<file path="src/rtl/dr_mem_seq.sv">
// Purpose : sequences DR load enable / source select and the memory req/ack handshake for one command at a time.
// Latency : bus load done 2 cycles after accept; memory op done 1 cycle after the mem_ack cycle.
// Backpr. : cmd_ready is high only in IDLE; a command offered while busy is held by the requester.
//
// Ports:
//   clk, rst_b            clock (rising edge), asynchronous active-low reset
//   cmd_valid/cmd_ready   command handshake; cmd_op (00 bus ld, 01 rd, 10 wr, 11 rsvd), cmd_addr
//   done, err             single-cycle completion / error pulses
//   mem_req, mem_we,      memory request held until ack (or timeout abort), direction, latched address
//   mem_addr, mem_ack     mem_ack: read data valid in the same cycle
//   dr_en, dr_sel         DR load enable and input mux select (0 bus, 1 memory)
//
// Optional feature macro: DR_SEQ_TIMEOUT_EN -- when defined, ACCESS aborts with err after
// TIMEOUT cycles without mem_ack; when undefined, ACCESS waits for mem_ack indefinitely.
module dr_mem_seq #(
  parameter int AW      = 16,
  parameter int TIMEOUT = 15
) (
  input  logic          clk,
  input  logic          rst_b,
  input  logic          cmd_valid,
  output logic          cmd_ready,
  input  logic [1:0]    cmd_op,
  input  logic [AW-1:0] cmd_addr,
  output logic          done,
  output logic          err,
  output logic          mem_req,
  output logic          mem_we,
  output logic [AW-1:0] mem_addr,
  input  logic          mem_ack,
  output logic          dr_en,
  output logic          dr_sel
);

  typedef enum logic [2:0] {
    S_IDLE,
    S_BUSLD,
    S_ACCESS,
    S_DONE,
    S_ERR
  } state_t;

  localparam logic [1:0] OP_BUS = 2'b00;
  localparam logic [1:0] OP_RD  = 2'b01;
  localparam logic [1:0] OP_WR  = 2'b10;

  // The counter is 5 bits wide, so at most 32 wait cycles can be counted.
  if (TIMEOUT < 1 || TIMEOUT > 32) begin : g_bad_timeout
    $error("dr_mem_seq: TIMEOUT must be in 1..32");
  end

  state_t        state_q, state_d;
  logic [1:0]    op_q, op_d;
  logic [AW-1:0] addr_q, addr_d;

  // Output flops are loaded from the next-state decode, so they always
  // equal a Moore decode of state_q while staying glitch-free.
  logic cmd_ready_q, done_q, err_q, mem_req_q, mem_we_q, busld_q;
  logic rd_ack;

`ifdef DR_SEQ_TIMEOUT_EN
  localparam logic [4:0] CNT_LAST = 5'(TIMEOUT - 1);
  logic [4:0] cnt_q, cnt_d;
`endif

  always_comb begin
    state_d = state_q;
    op_d    = op_q;
    addr_d  = addr_q;
`ifdef DR_SEQ_TIMEOUT_EN
    cnt_d   = cnt_q;
`endif
    case (state_q)
      S_IDLE: begin
        if (cmd_valid) begin
          op_d   = cmd_op;
          addr_d = cmd_addr;
`ifdef DR_SEQ_TIMEOUT_EN
          cnt_d  = '0;
`endif
          case (cmd_op)
            OP_BUS:       state_d = S_BUSLD;
            OP_RD, OP_WR: state_d = S_ACCESS;
            default:      state_d = S_ERR;
          endcase
        end
      end
      S_BUSLD: state_d = S_DONE;
      S_ACCESS: begin
        // An ack in the expiry cycle still completes the access.
        if (mem_ack) begin
          state_d = S_DONE;
        end
`ifdef DR_SEQ_TIMEOUT_EN
        else if (cnt_q == CNT_LAST) begin
          state_d = S_ERR;
        end else begin
          cnt_d = cnt_q + 5'd1;
        end
`endif
      end
      S_DONE:  state_d = S_IDLE;
      S_ERR:   state_d = S_IDLE;
      default: state_d = S_IDLE;
    endcase
  end

  always_ff @(posedge clk or negedge rst_b) begin
    if (!rst_b) begin
      state_q     <= S_IDLE;
      op_q        <= OP_BUS;
      addr_q      <= '0;
      cmd_ready_q <= 1'b1;
      done_q      <= 1'b0;
      err_q       <= 1'b0;
      mem_req_q   <= 1'b0;
      mem_we_q    <= 1'b0;
      busld_q     <= 1'b0;
`ifdef DR_SEQ_TIMEOUT_EN
      cnt_q       <= '0;
`endif
    end else begin
      state_q     <= state_d;
      op_q        <= op_d;
      addr_q      <= addr_d;
      cmd_ready_q <= (state_d == S_IDLE);
      done_q      <= (state_d == S_DONE);
      err_q       <= (state_d == S_ERR);
      mem_req_q   <= (state_d == S_ACCESS);
      mem_we_q    <= (state_d == S_ACCESS) && (op_d == OP_WR);
      busld_q     <= (state_d == S_BUSLD);
`ifdef DR_SEQ_TIMEOUT_EN
      cnt_q       <= cnt_d;
`endif
    end
  end

  // Read data is only valid during the ack cycle, so the DR load on the
  // read path must be combinational on mem_ack.
  assign rd_ack = (state_q == S_ACCESS) && (op_q == OP_RD) && mem_ack;

  assign cmd_ready = cmd_ready_q;
  assign done      = done_q;
  assign err       = err_q;
  assign mem_req   = mem_req_q;
  assign mem_we    = mem_we_q;
  assign mem_addr  = addr_q;
  assign dr_en     = busld_q | rd_ack;
  assign dr_sel    = rd_ack;

endmodule

</file>
<file path="config.mk">
export PLATFORM = sky130hd
export DESIGN_NAME = dr_mem_seq
export DESIGN_NICKNAME = d
export VERILOG_FILES = /design/src/rtl/dr_mem_seq.sv
export SDC_FILE = /design/constraint.sdc
export NUM_CORES = 1
export LEC_CHECK = 0
export BUFFER_PORTS_ARGS = -buffer_cell sky130_fd_sc_hd__buf_2
export CAP_MARGIN = 10
export CORE_UTILIZATION = 42
export DETAILED_ROUTE_END_ITERATION = 7
export GPL_TIMING_DRIVEN = 0
export PLACE_DENSITY = 0.74
export SKIP_CTS_REPAIR_TIMING = 1
export SYNTH_ARGS = -nofsm -noshare
export SYNTH_HDL_FRONTEND = slang
export SYNTH_SLANG_ARGS = --single-unit
</file>
<file path="constraint.sdc">
create_clock -name clk -period 1.6 [get_ports clk]
set_clock_uncertainty 0.15 [all_clocks]
set_input_delay 0.08 -clock clk [delete_from_list [all_inputs] [get_ports clk]]
set_output_delay 0.08 -clock clk [all_outputs]
set_load 0.005 [all_outputs]
</file>
## After elaboration in Yosys (flattened, before gate mapping)

Index checks and enable logic that the tools add are counted.

- Output and inout port bits: 23
- Input port bits: 22
- Logic and storage cells: 34
- Bits in registers: 27

- Reduce and logical (&&, ||, !) cells: 8
- Muxes and demuxes: 6
- Eq/ne operators: 10
- Bitwise operators: 1

Operators by type and width:

| operator | number |
|---|---|
| $eq 3x2->1 const B | 3 |
| $pmux 3 s3 | 1 |
| $eq 3x1->1 const B | 2 |
| $logic_not 3->1 | 2 |
| $mux 3 | 2 |
| $pmux 3 s2 | 1 |
| $eq 2x1->1 const B | 2 |
| $eq 2x2->1 const B | 2 |
| $mux 2 | 2 |
| $eq 3x3->1 const B | 1 |
| $logic_and 1x1->1 | 3 |
| $logic_not 2->1 | 1 |
| $reduce_and 2->1 | 1 |
| $reduce_or 2->1 | 1 |
| $or 1x1->1 | 1 |

## Depth between registers and ports, before layout

Gate-level depths: netlist of the first run.

- Depth after elaboration: 7
- Mapped depth: 5
- Depth with buffers taken out: 5

## Worst setup path before layout of the first run

No wires, ideal clock.

- Kind: reg-to-reg
- Start point: register state_q[0]
- End point: register mem_we_q (netlist: mem_we)
- Setup time: 0.095 ns
- Clock period less this slack: 1.713 ns
- Buffers on the path: 1
- Data required time: 1.355 ns
- Stages on the path, launching flop included: 5
- Setup slack: -0.113 ns
- Arrival: 1.468 ns
- Path through: dfrtp_1 nor4b_2 buf_6 mux2_4 nor4bb_4

- Longest elaborated chain between the ends: 4

Ends and longest elaborated chain:

| item | line | RTL |
|---|---|---|
| from (decl) | 52 | `state_t state_q, state_d;` |
| from (signal assigned) | 123 | `state_q <= state_d;` |
| $logic_not 3->1 | 73 | `case (state_q)` |
| $mux 2 | 73 |  |
| net op_d[0] | 53 | `logic [1:0] op_q, op_d;` |
| $eq 2x2->1 | 130 | `mem_we_q <= (state_d == S_ACCESS) && (op_d == OP_WR);` |
| $logic_and 1x1->1 | 130 |  |
| to (signal assigned) | 130 |  |
| to (decl) | 58 | `logic cmd_ready_q, done_q, err_q, mem_req_q, mem_we_q, busld_q;` |

The timed path passes the listed nets, and every way through them passes these cells.
A chain may end at the register's enable or synchronous reset.

## Worst setup path after layout of the first run

- Start point: register state_q[1]
- End point: register mem_we_q (netlist: mem_we)

The elaborated chain is that of the path after synthesis.

==> results of run 1 <==
logic make-up after synthesis:
logic type               after synthesis
buffers and inverters                  6
multiplexers                          18
adder cells (fa/ha/maj)                2
AO/OA/AOI/OAI                         11
flip-flops                            27
AND/OR/NAND/NOR                       14
metal layers:
layer  up-vias  track usage
met5         -            0
li1        423            -
met2        29       0.2798
met3         2      0.03390
met1       423       0.2028
met4         0      0.07895
Yosys cell counts (all sizes together), types with 2 or more instances:
library cell and instances:
nor4b 2, inv 4, nor2 3, ha 2
nand2 4, mux2 18, a21oi 4, nor4bb 2
o21ai 2, dfrtp 26
layout make-up:
| type | instances | area (sq um) |
|---|---|---|
| Fill cell | 180 | 792.0 |
| Sequential cell | 27 | 680.7 |
| Timing Repair Buffer | 71 | 473.0 |
| Multi-Input combinational cell | 45 | 449.2 |
| Tap cell | 30 | 37.54 |
| Buffer | 2 | 25.02 |
| Clock buffer | 3 | 22.52 |
| Inverter | 4 | 15.01 |
| Clock inverter | 1 | 5.005 |
worst max-delay path, cell delays in order (launching register included):
cell and delay [ns]:
dfrtp_2 0.49, nor4b_4 0.27, buf_6 0.16, mux2_4 0.32, nor4bb_4 0.26
layout by cell type (no fill, tap or decap), drive strengths merged:
master | netlist | final
clkbuf | 1 | 4
ha | 2 | 2
nor2 | 3 | 3
mux2 | 18 | 18
o211ai | 1 | 1
inv | 4 | 4
or2 | 1 | 1
nor3 | 1 | 1
o22ai | 1 | 1
a21oi | 4 | 4
buf | 1 | 52
clkinv | 0 | 1
o22a | 1 | 1
nor4b | 2 | 2
dfstp | 1 | 1
dfrtp | 26 | 26
nor2b | 1 | 1
a211oi | 1 | 1
o21ai | 2 | 2
a21o | 1 | 1
nand2 | 4 | 4
dlygate4sd3 | 0 | 20
nor4bb | 2 | 2
power breakdown:
group	leakage [nW]	internal (W)	switching [W]
sequential	0.324	0.00100	0.000203
combinational	0.515	0.000745	0.000454
clock	0.0177	0.0000936	0.000196
total	0.857	0.00184	0.000853
worst max path at each step:
stage	depth (start not counted)	slack, ns	start	to
after CTS	4	-0.26	state_q[2]$_DFF_PN0_	mem_we$_DFF_PN0_
final	4	-0.12	state_q[1]$_DFF_PN0_	mem_we$_DFF_PN0_
after detailed placement	4	-0.23	state_q[2]$_DFF_PN0_	mem_we$_DFF_PN0_
after floorplan	4	-0.09	state_q[2]$_DFF_PN0_	mem_we$_DFF_PN0_
after global placement	4	-0.18	state_q[2]$_DFF_PN0_	mem_we$_DFF_PN0_
after global routing	4	-0.21	state_q[1]$_DFF_PN0_	mem_we$_DFF_PN0_
per-stage QoR:
stage	area [sq um]	setup TNS, ns
2_1_floorplan	1134	-0.5811
3_3_place_gp	1391	-1.543
3_5_place_dp	1391	-1.836
4_1_cts	1419	-2.448
5_1_grt	1708	-2.039
6_report	1708	-0.8766
sequential cells by signal, indices dropped and copies added, names as in the netlist:
register / flops
busld_q: 1
mem_addr: 16
cmd_ready: 1
mem_we: 1
op_q: 2
mem_req: 1
done: 1
state_q: 3
err: 1
==> impl_metrics.ini, run 1 <==
[logic_synthesis]
synth_area_leaders = dfrtp_1 58%, mux2_2 16%, mux2_4 2.7%
synthMuxAreaShare = 0.1860
synth_top_family_by_area = multiplexers
synth_seq_cells = 27
synth_area_leader_cell = dfrtp_1
synth_simple_gate_area_frac = 0.09081
synth_top_area_frac = 0.5759
ys_seq_area_frac = 0.5991
ys_warn_count = 0
synthDistinctLibCells = 24
synth_compound_area_frac = 0.06645
syn_inst = 78
postSynth.asyncResetShare = 1.000
synth-main-ff-cell = dfrtp_1
synth-edff-count = 0
synth_fa_ha_area_frac = 0.02215
synth_nets = 102
synth-xor-area-share = 0
netlist_area_sq_um = 1130
syn_area_per_cell_sq_um = 14.49

[clock_network]
tritoncts = built
clkSlewWorstSetupHoldPaths_ns = 0.15
cts_sinks = 27
cts_max_level = 1
cts_buffers = 3
clock-root-buffer = clkbuf_4
insertion_delay_ns = 0.31
cts_buffer_depth = 2

[worst_setup_path]
arrival_ns = 1.82
worstReg2RegStart = state_q[1]$_DFF_PN0_
endpoint_kind = register
r2r_cells = 4
rrSetupSlack_ns = -0.12
path_class = register to register
start_kind = register
r2r_end = mem_we$_DFF_PN0_
path_max_fanout = 6
cp_data_required_time_ns = 1.69

[sta]
finalCriticalPeriod_ns = 1.723
holdWs_ns = 0.04827
drv_slew = 0
fmax_mhz = 580.3
grt_setup_unrepaired = yes
setup_ws_ns = -0.1232
hold_violations = 0
worst_pin_slew_ns = 0.5790
slew_headroom = 0.6140
finalSetupViolations = 17
period_share = 1.077

[floorplanning]
ios = 45
coreArea_sq_um = 2500
rows = 18
die_h_um = 53.87
fp.dieW_um = 53.87
die_area_sq_um = 2901
start_util = 0.4520

[hold_path]
hp-class = input port to register
hold_path_depth = 4
worstHoldStart = cmd_op[1]
whs_endpoint = state_q[2]$_DFF_PN0_

[route]
wirelength_um = 2455
ant_nets = 0
wl_met2_um = 1256
highest_layer = met4
initialDrtViolationCount = 8
drt-met1-wl_um = 1061
wl_met3_um = 125
vias = 877
post_drt_wl_per_cell_um = 13.42
viasPerCell = 4.792
drt_first_pass_iters = 4
drc_errors = 0

[pwr]
vdd_drop_max_mv = 1.149
p_total_w = 0.002693
powerDensity_nw_per_um2 = 1577
leakagePower_nw = 0.8569

[final_layout]
drive_gt1_frac = 0.5752
nets = 178
antenna_cells = 0
fin_util = 0.6832
areaGrowthSynthToFinish_pct = 51.16
finalNonFillerCells = 183

[placed_design]
portBuffers = 44
gp_congestion = 0.8428
dp.cells = 152
dp_hpwl_um = 1585
pre_cts_ws_ns = -0.2337

[global_route]
antenna_found_initial = 0
overflow = 0
grtUsageTotal = 0.1669
grt_pass1_vias = 769
grt_pass1_wl_um = 3401
grt_start_max_net_pins = 28

[flow_run]
maxCapViolCount = 0

[run_status]
status = complete, but fails checks
violations = setup timing
(Power assumes the default switching activity.)
==> run 2: changes to the inputs <==
- CTS_CLUSTER_SIZE: not set -> 14
- PLACE_DENSITY: 0.74 -> 0.75
==> impl_metrics.ini, run 2 (synthesis gave the netlist of run 1 again) <==
[sta]
worst_pin_slew_ns = 0.5802
period_share = 1.072
finalCriticalPeriod_ns = 1.715
grt_setup_unrepaired = yes
setup_ws_ns = -0.1148
finalSetupViolations = 18
drv_slew = 0
fmax_mhz = 583.2
slew_headroom = 0.6132
hold_violations = 0

[final_layout]
areaGrowthSynthToFinish_pct = 49.50
design_area_sq_um = 1689
nets = 176
antenna_cells = 0
largest_register_ffs = 16
regArea_sq_um = 680.7
nFillCells = 191
final_common_cell = buf_2
drive_gt1_frac = 0.5695
multiInputGateArea_sq_um = 445.4
final_cell_mix = 44 x buf_2, 23 x dfrtp_1, 20 x dlygate4sd3_1

[route]
wirelength_um = 2368
drt_first_pass_iters = 4
ant_nets = 0
post_drt_wl_per_cell_um = 13.08
vias = 882
viasPerCell = 4.873
drc_errors = 0
initialDrtViolationCount = 2

[worst_setup_path]
endpoint_kind = register
cp_data_required_time_ns = 1.68
start_kind = register
path_max_fanout = 6
path_class = register to register
startpoint = state_q[1]$_DFF_PN0_
worstReg2RegStart = state_q[1]$_DFF_PN0_
arrival_ns = 1.80

[flow_run]
maxCapViolCount = 0

[clock_network]
clkSlewWorstSetupHoldPaths_ns = 0.13
insertion_delay_ns = 0.31
cts_buffers = 3
cts_sinks = 27
cts_buffer_depth = 2
tritoncts = built
clock-root-buffer = clkbuf_4
cts_max_level = 1

[global_route]
overflow = 0
grt_start_max_net_pins = 28
grt_pass1_wl_um = 3049
grtUsageTotal = 0.1493
antenna_found_initial = 0
grt_pass1_vias = 746

[hold_path]
worstHoldStart = cmd_valid
hp-class = input port to register

[floorplanning]
ios = 45
coreArea_sq_um = 2500
die_area_sq_um = 2901
start_util = 0.4520
die_h_um = 53.87
fp.dieW_um = 53.87
rows = 18

[placed_design]
pre_cts_ws_ns = -0.1876
gp_congestion = 0.7931
portBuffers = 44
place_area_sq_um = 1391
dp_hpwl_um = 1443

[run_status]
status = complete, but fails checks
violations = setup timing

[pwr]
leakagePower_nw = 0.8434
vdd_drop_max_mv = 1.006
powerDensity_nw_per_um2 = 1555
## run 2: cell types whose count changed in the layout (fill, tap and decap cells not counted), sizes merged
cell  delta
buf      -2
## run 2: path summary, 6_finish.rpt
| check | endpoint | cells after the start | slack, ns |
|---|---|---|---|
| hold / removal | cmd_ready$_DFF_PN1_ | 4 | 0.06 |
| setup reg to reg | mem_we$_DFF_PN0_ | 4 | -0.11 |
| max in group asynchronous | state_q[2]$_DFF_PN0_ | 2 | 0.75 |
| setup / recovery | mem_we$_DFF_PN0_ | 4 | -0.11 |
| min in group asynchronous | mem_we$_DFF_PN0_ | 2 | 0.14 |
| hold reg to reg | mem_addr[2]$_DFFE_PN0P_ | 1 | 0.37 |
## run 2: worst max-delay path: stages, from the launching register on
cell and delay, ns:
dfrtp_2 0.49, nor4b_4 0.28, buf_6 0.16, mux2_4 0.31, nor4bb_4 0.25
## run 2: cell type report
class,instances,share of cell area
Tap cell,30,0.02222
Timing Repair Buffer,69,0.2711
Multi-Input combinational cell,45,0.2637
Clock inverter,1,0.002963
Clock buffer,3,0.01333
Inverter,4,0.008889
Buffer,2,0.01481
Sequential cell,27,0.4030
## run 2: power breakdown
group,internal [W],total (W),switching [W]
Clock,0.0000934,0.000278,0.000184
Combinational,0.000713,0.00116,0.000443
Sequential,0.00100,0.00119,0.000192
Total,0.00181,0.00263,0.000819
## run 2: metal layers
| layer | wire length [um] | vias to the layer above | global-route usage |
|---|---|---|---|
| met5 | 0 | - | 0 |
| met4 | 10 | 0 | 0.07895 |
| met3 | 150 | 2 | 0.03107 |
| met2 | 1209 | 33 | 0.2490 |
| met1 | 997 | 425 | 0.1792 |
| li1 | - | 422 | - |
## run 2: metrics by stage
step	setup TNS, ns	hold slack [ns]	utilization	power, W	instances
6_report	-1.064	0.06042	0.6757	0.002627	181
5_1_grt	-2.313	0.06382	0.6757	0.002817	181
3_3_place_gp	-1.513	-0.04573	0.5566	0.002161	152
2_1_floorplan	-0.5811	-0.3656	-	0.001804	78
4_1_cts	-2.246	-0.3965	0.5676	0.002488	156
3_5_place_dp	-1.592	-0.02523	0.5566	0.002203	152
